==> config.mk <==
export PLATFORM = sky130hd
export DESIGN_NAME = hazard_unit
export DESIGN_NICKNAME = d
export VERILOG_FILES = /design/src/rtl/hazard_unit.sv
export SDC_FILE = /design/constraint.sdc
export NUM_CORES = 1
export LEC_CHECK = 0
export ABC_AREA = 1
export BUFFER_PORTS_ARGS = -buffer_cell sky130_fd_sc_hd__buf_4
export CORE_ASPECT_RATIO = 0.8
export CORE_MARGIN = 8
export CORE_UTILIZATION = 55
export DETAILED_ROUTE_END_ITERATION = 10
export PLACE_DENSITY = 0.79
export SYNTH_ARGS = -nofsm -noshare
export SYNTH_HDL_FRONTEND = slang
export SYNTH_SLANG_ARGS = --single-unit
==> constraint.sdc <==
create_clock -name clk -period 1.6 [get_ports clk]
set_clock_uncertainty 0.2 [all_clocks]
set_input_delay 0.08 -clock clk [delete_from_list [all_inputs] [get_ports clk]]
set_output_delay 0.08 -clock clk [all_outputs]
set_load 0.005 [all_outputs]
==> src/rtl/hazard_unit.sv <==
// rtl/hazard_unit.sv - pipeline hazard unit: load-use stall, branch/jump flush, memory wait, forwarding
module hazard_unit #(
  parameter int REG_ADDR_W = 5
) (
  input  logic                  clk,
  input  logic                  rst_n,
  input  logic [REG_ADDR_W-1:0] id_rs,
  input  logic [REG_ADDR_W-1:0] id_rt,
  input  logic                  id_uses_rs,
  input  logic                  id_uses_rt,
  input  logic [REG_ADDR_W-1:0] id_dest,
  input  logic                  id_reg_write,
  input  logic                  id_is_load,
  input  logic                  id_is_jump,
  input  logic                  ex_branch_taken,
  input  logic                  mem_ready,
  output logic                  pc_en,
  output logic                  ifid_en,
  output logic                  flush,
  output logic                  bubble_ex,
  output logic [1:0]            fwd_a,
  output logic [1:0]            fwd_b,
  output logic [1:0]            state
);

  typedef enum logic [1:0] {
    RUN        = 2'b00,
    LOAD_STALL = 2'b01,
    FLUSH      = 2'b10,
    MEM_WAIT   = 2'b11
  } state_t;

  typedef struct packed {
    logic [REG_ADDR_W-1:0] dest;
    logic                  reg_write;
    logic                  is_load;
    logic [REG_ADDR_W-1:0] rs;
    logic [REG_ADDR_W-1:0] rt;
  } rec_t;

  state_t state_q, state_d;
  rec_t   ex_q, mem_q, wb_q, id_rec;
  logic   load_use, advance;
  logic   pc_en_c, ifid_en_c, flush_c, bubble_c;

  assign id_rec = {id_dest, id_reg_write, id_is_load, id_rs, id_rt};

  // A load in EX whose result the ID instruction needs; $0 never hazards.
  assign load_use = ex_q.is_load && (ex_q.dest != '0) &&
                    ((id_uses_rs && (id_rs == ex_q.dest)) ||
                     (id_uses_rt && (id_rt == ex_q.dest)));

  // Forward select: the younger producer in MEM beats the older one in WB.
  function automatic logic [1:0] fwd_sel(input logic [REG_ADDR_W-1:0] src,
                                         input rec_t mem_r, input rec_t wb_r);
    if (mem_r.reg_write && (mem_r.dest != '0) && (mem_r.dest == src))
      return 2'b10;
    else if (wb_r.reg_write && (wb_r.dest != '0) && (wb_r.dest == src))
      return 2'b01;
    else
      return 2'b00;
  endfunction

  assign fwd_a = fwd_sel(ex_q.rs, mem_q, wb_q);
  assign fwd_b = fwd_sel(ex_q.rt, mem_q, wb_q);

  // Per-cycle priority: memory wait, then wrong-path kill, then load-use, then jump.
  // The second flush slot outranks load-use because the ID instruction is wrong-path.
  always_comb begin
    pc_en_c   = 1'b1;
    ifid_en_c = 1'b1;
    flush_c   = 1'b0;
    bubble_c  = 1'b0;
    advance   = 1'b1;
    state_d   = RUN;
    if (!mem_ready) begin
      pc_en_c   = 1'b0;
      ifid_en_c = 1'b0;
      advance   = 1'b0;
      state_d   = MEM_WAIT;
    end else if (ex_branch_taken || (state_q == FLUSH)) begin
      flush_c  = 1'b1;
      bubble_c = 1'b1;
      state_d  = ex_branch_taken ? FLUSH : RUN;
    end else if (load_use) begin
      pc_en_c   = 1'b0;
      ifid_en_c = 1'b0;
      bubble_c  = 1'b1;
      state_d   = LOAD_STALL;
    end else if (id_is_jump) begin
      state_d = FLUSH;
    end
  end

  // Reset overrides the enables and kills immediately, independent of the clock.
  assign pc_en     = pc_en_c   | ~rst_n;
  assign ifid_en   = ifid_en_c | ~rst_n;
  assign flush     = flush_c   &  rst_n;
  assign bubble_ex = bubble_c  &  rst_n;
  assign state     = state_q;

  // State register and shadow pipeline; records hold while memory is busy.
  always_ff @(posedge clk or negedge rst_n) begin
    if (!rst_n) begin
      state_q <= RUN;
      ex_q    <= '0;
      mem_q   <= '0;
      wb_q    <= '0;
    end else begin
      state_q <= state_d;
      if (advance) begin
        ex_q  <= (flush_c || bubble_c) ? '0 : id_rec;
        mem_q <= ex_q;
        wb_q  <= mem_q;
      end
    end
  end

endmodule

==> impl_results.md <==
- Status: finished, violations left
- Failing checks: negative hold slack, negative setup slack
- RSZ-0062 raised after global routing: yes
- Asr flop ratio synth: 100%
- Synth Area in XOR/XNOR: 9.46%
- Least-Margin Pin Slew: 347 ps
- Final Hold Fails: 1
- CP endpoint kind: primary output
- Clk slew on worst S/H paths: 70 ps
- GRT overflow: 0
- Setup CP Type: register to primary output
- DR iter-0 viols: 221
- Setup ws final: -381 ps
- Met3 WL post-DR: 493 um
- Dpl cell area: 2160 um2
- DR DRC count: 0
- Sequential share of the synthesized area: 41.9%
- Die H: 67.9 um
- TritonCTS Buffers: 5
- Design Area, Final: 2700 um2
- Global Route Usage Sum: 21.2%
- DRT antenna net count: 0
- Clk sinks: 31
- Core Region: 3330 um2
- Root Buffer: clkbuf_8
- Area share of fa/ha/maj cells after synthesis: 0%
- Post-synthesis simple-gate area fraction: 32.4%
- Worst VDD drop: 0.000700 V
- Cell Area, Synth: 1850 um2
- Number of core rows: 19
- CP arrival: 1700 ps
- M1 wire length: 2450 um
- Critical R2R Capture: ex_q[3]$_DFFE_PN0P_
- Hold Slack: -24.3 ps
- Netlist cell types: 17
- Htree depth: 2
- Die width: 80.9 um
- Vias in the first global route: 1882
- Yosys reg bits: 31
- Share of layout cells above drive strength 1: 27.5%
- PD cells: 834 nW/um2
- Gpl congestion: 0.920
- Post-synthesis compound-gate area fraction: 5.54%
- CTS tree: yes
- EDFF count, synth: 0
- Worst-Skew Late Latency: 290 ps
- Drt total wl: 6290 um
- Crit path time final: 1980 ps
- Largest family of logic cells by synthesized area: simple AND/OR/NAND/NOR gates
- Synth top area share: 41.9%
- Mux cell area share after synthesis: 0%
- Synth area leader: dfrtp_1
- DR WL/cell: 16.7 um
- Synth cell count leaders: nand2_1, inv_1, dfrtp_1
- Largest fanout on the critical path: 4
- Number of antenna violations at the first check in global routing: 0
- Post-DP HPWL: 3520 um
- Flop2flop setup slack: -200 ps
- Pre-Repair DR Iteration Count: 4
- Max Slew Vio Count: 0
- Largest cells by area after synthesis: dfrtp_1, nand2_1, inv_1
- Main synth FF type: dfrtp_1
- Slew headroom: 76.8%
- Setup crit start kind: register
- Final setup violation count: 26
- Mapped Cells: 261
- Setup crit start: ex_q[16]$_DFFE_PN0P_
- DR top layer: met4
- Overall Power: 2250 uW
- Clk buf depth: 2
- Area grow syn2layout: 45.7%
- Yosys Warn Count: 0
- First-pass GRT wire length: 8760 um
- Port-buffer cells: 33
- Max_cap viols: 0
- Total die area: 5490 um2
- Mapped Nets: 285
- Reg2reg path depth: 11
- Req. time, crit path: 1320 ps
- Vias post-DR: 2050
- IO Pins: 34
- Worst hold path class: input pin to register
- ANT cells: 0
- Hold-fix buffers at CTS: 21
- Largest net degree at the start of global routing: 27
- Static Leak: 0.00147 uW
- Critical path endpoint: pc_en
- Met2 Wirelength: 3030 um
- Crit share post-route: 124%
- Vias/cell: 5.44
- Fmax: 505 MHz
- Avg Inst Size Synth: 7.09 um2
- Reg-to-Reg Start: ex_q[16]$_DFFE_PN0P_
- Total Nets Final: 358
- Most frequent cell after synthesis: nand2_1
- Initial core utilization: 55.6%
report_power, final:
group	switching, uW	total, uW	internal (uW)	leakage [uW]
sequential	72.8	915	843	0.000407
combinational	268	518	250	0.000999
clock	313	817	504	0.0000612
metrics by stage:
stage	worst slack [ps]	std cells	hold slack, ps	TNS [ps]	utilization (%)
after floorplan	92.9	261	-416	0	-
after global placement	0.0930	335	-294	0	65.0
after detailed placement	-44.3	335	-293	-201	65.0
after CTS	-292	371	-4.45	-3440	77.9
after global routing	-446	377	-9.98	-6090	81.1
final	-381	377	-24.3	-4480	81.1
logic make-up (layout without fill, tap and decap cells):
family / after synthesis / count (layout)
AND/OR/NAND/NOR: 147 / 147
AO/OA/AOI/OAI: 16 / 16
buffers and inverters: 47 / 121
XOR/XNOR: 20 / 20
flip-flops: 31 / 31
routing by layer:
layer  vias up  track usage [%]
met2       123             34.8
met4         0             12.0
li1        943                -
met3        26             5.51
met5         -                0
met1       958             24.9
state kept, by name (all words and copies together) (netlist names):
name,flops
ex_q,17
mem_q,6
state,2
wb_q,6
worst min path at each step:
stage	startpoint	to	slack [ps]	depth (start not counted)
global placement	rst_n	ex_q[16]$_DFFE_PN0P_	-290	1
global route	ex_branch_taken	ex_q[9]$_DFFE_PN0P_	-10	6
finish	ex_branch_taken	ex_q[9]$_DFFE_PN0P_	-20	6
floorplan	rst_n	ex_q[0]$_DFFE_PN0P_	-420	0
detailed placement	rst_n	ex_q[16]$_DFFE_PN0P_	-290	1
CTS	ex_branch_taken	state[0]$_DFF_PN0_	-4	4
placed cells by master, fill, tap and decap left out:
cell type      netlist  final
dfrtp_2              0      2
xor2_1               8      8
nor3_1               4      1
o21ai_0             14     11
inv_1               33     30
dfrtp_1             31     29
nand3_1             23     18
nand3_2              0      5
nor3_2               0      3
xnor2_1             12     12
a21oi_4              2      2
o21ai_2              0      1
nand2_4              0      1
buf_4                1     50
nor2_4               0      2
clkinv_4             0      1
clkbuf_8             0      6
o21ai_1              0      2
bufinv_16            0      1
inv_2                3      5
nand4_1              5      5
clkinv_2             0      1
buf_6                2      6
nand2_1             86     80
nand2_2              1      6
nor2_1              28     26
dlygate4sd3_1        0     21
repair_timing:
item | 4_1_cts | 5_1_grt
setup endpoints to repair | 27 | 27
resized for setup | 15 | 22
pin swaps | 10 | 9
endpoints found under the hold margin | 51 | 1
buffers inserted | 7 | 6
layout make-up:
cell class	instances	area (um2)
clock inverters	2	35.0
inverters	36	140
well taps	42	52.6
fillers	211	629
flip-flops and latches	31	778
repair buffers	77	653
clock buffers	6	82.6
multi-input cells	183	957
critical path, stage by stage (launching register included):
cell	delay [ps]
dfrtp_1	420
buf_6	140
nand2_2	60
nand2_2	60
nor2_4	130
nand3_2	80
nand2_2	90
nand2_4	80
nand2_2	70
nand3_2	110
buf_6	150
No activity file was read; power rests on OpenSTA's default activity.
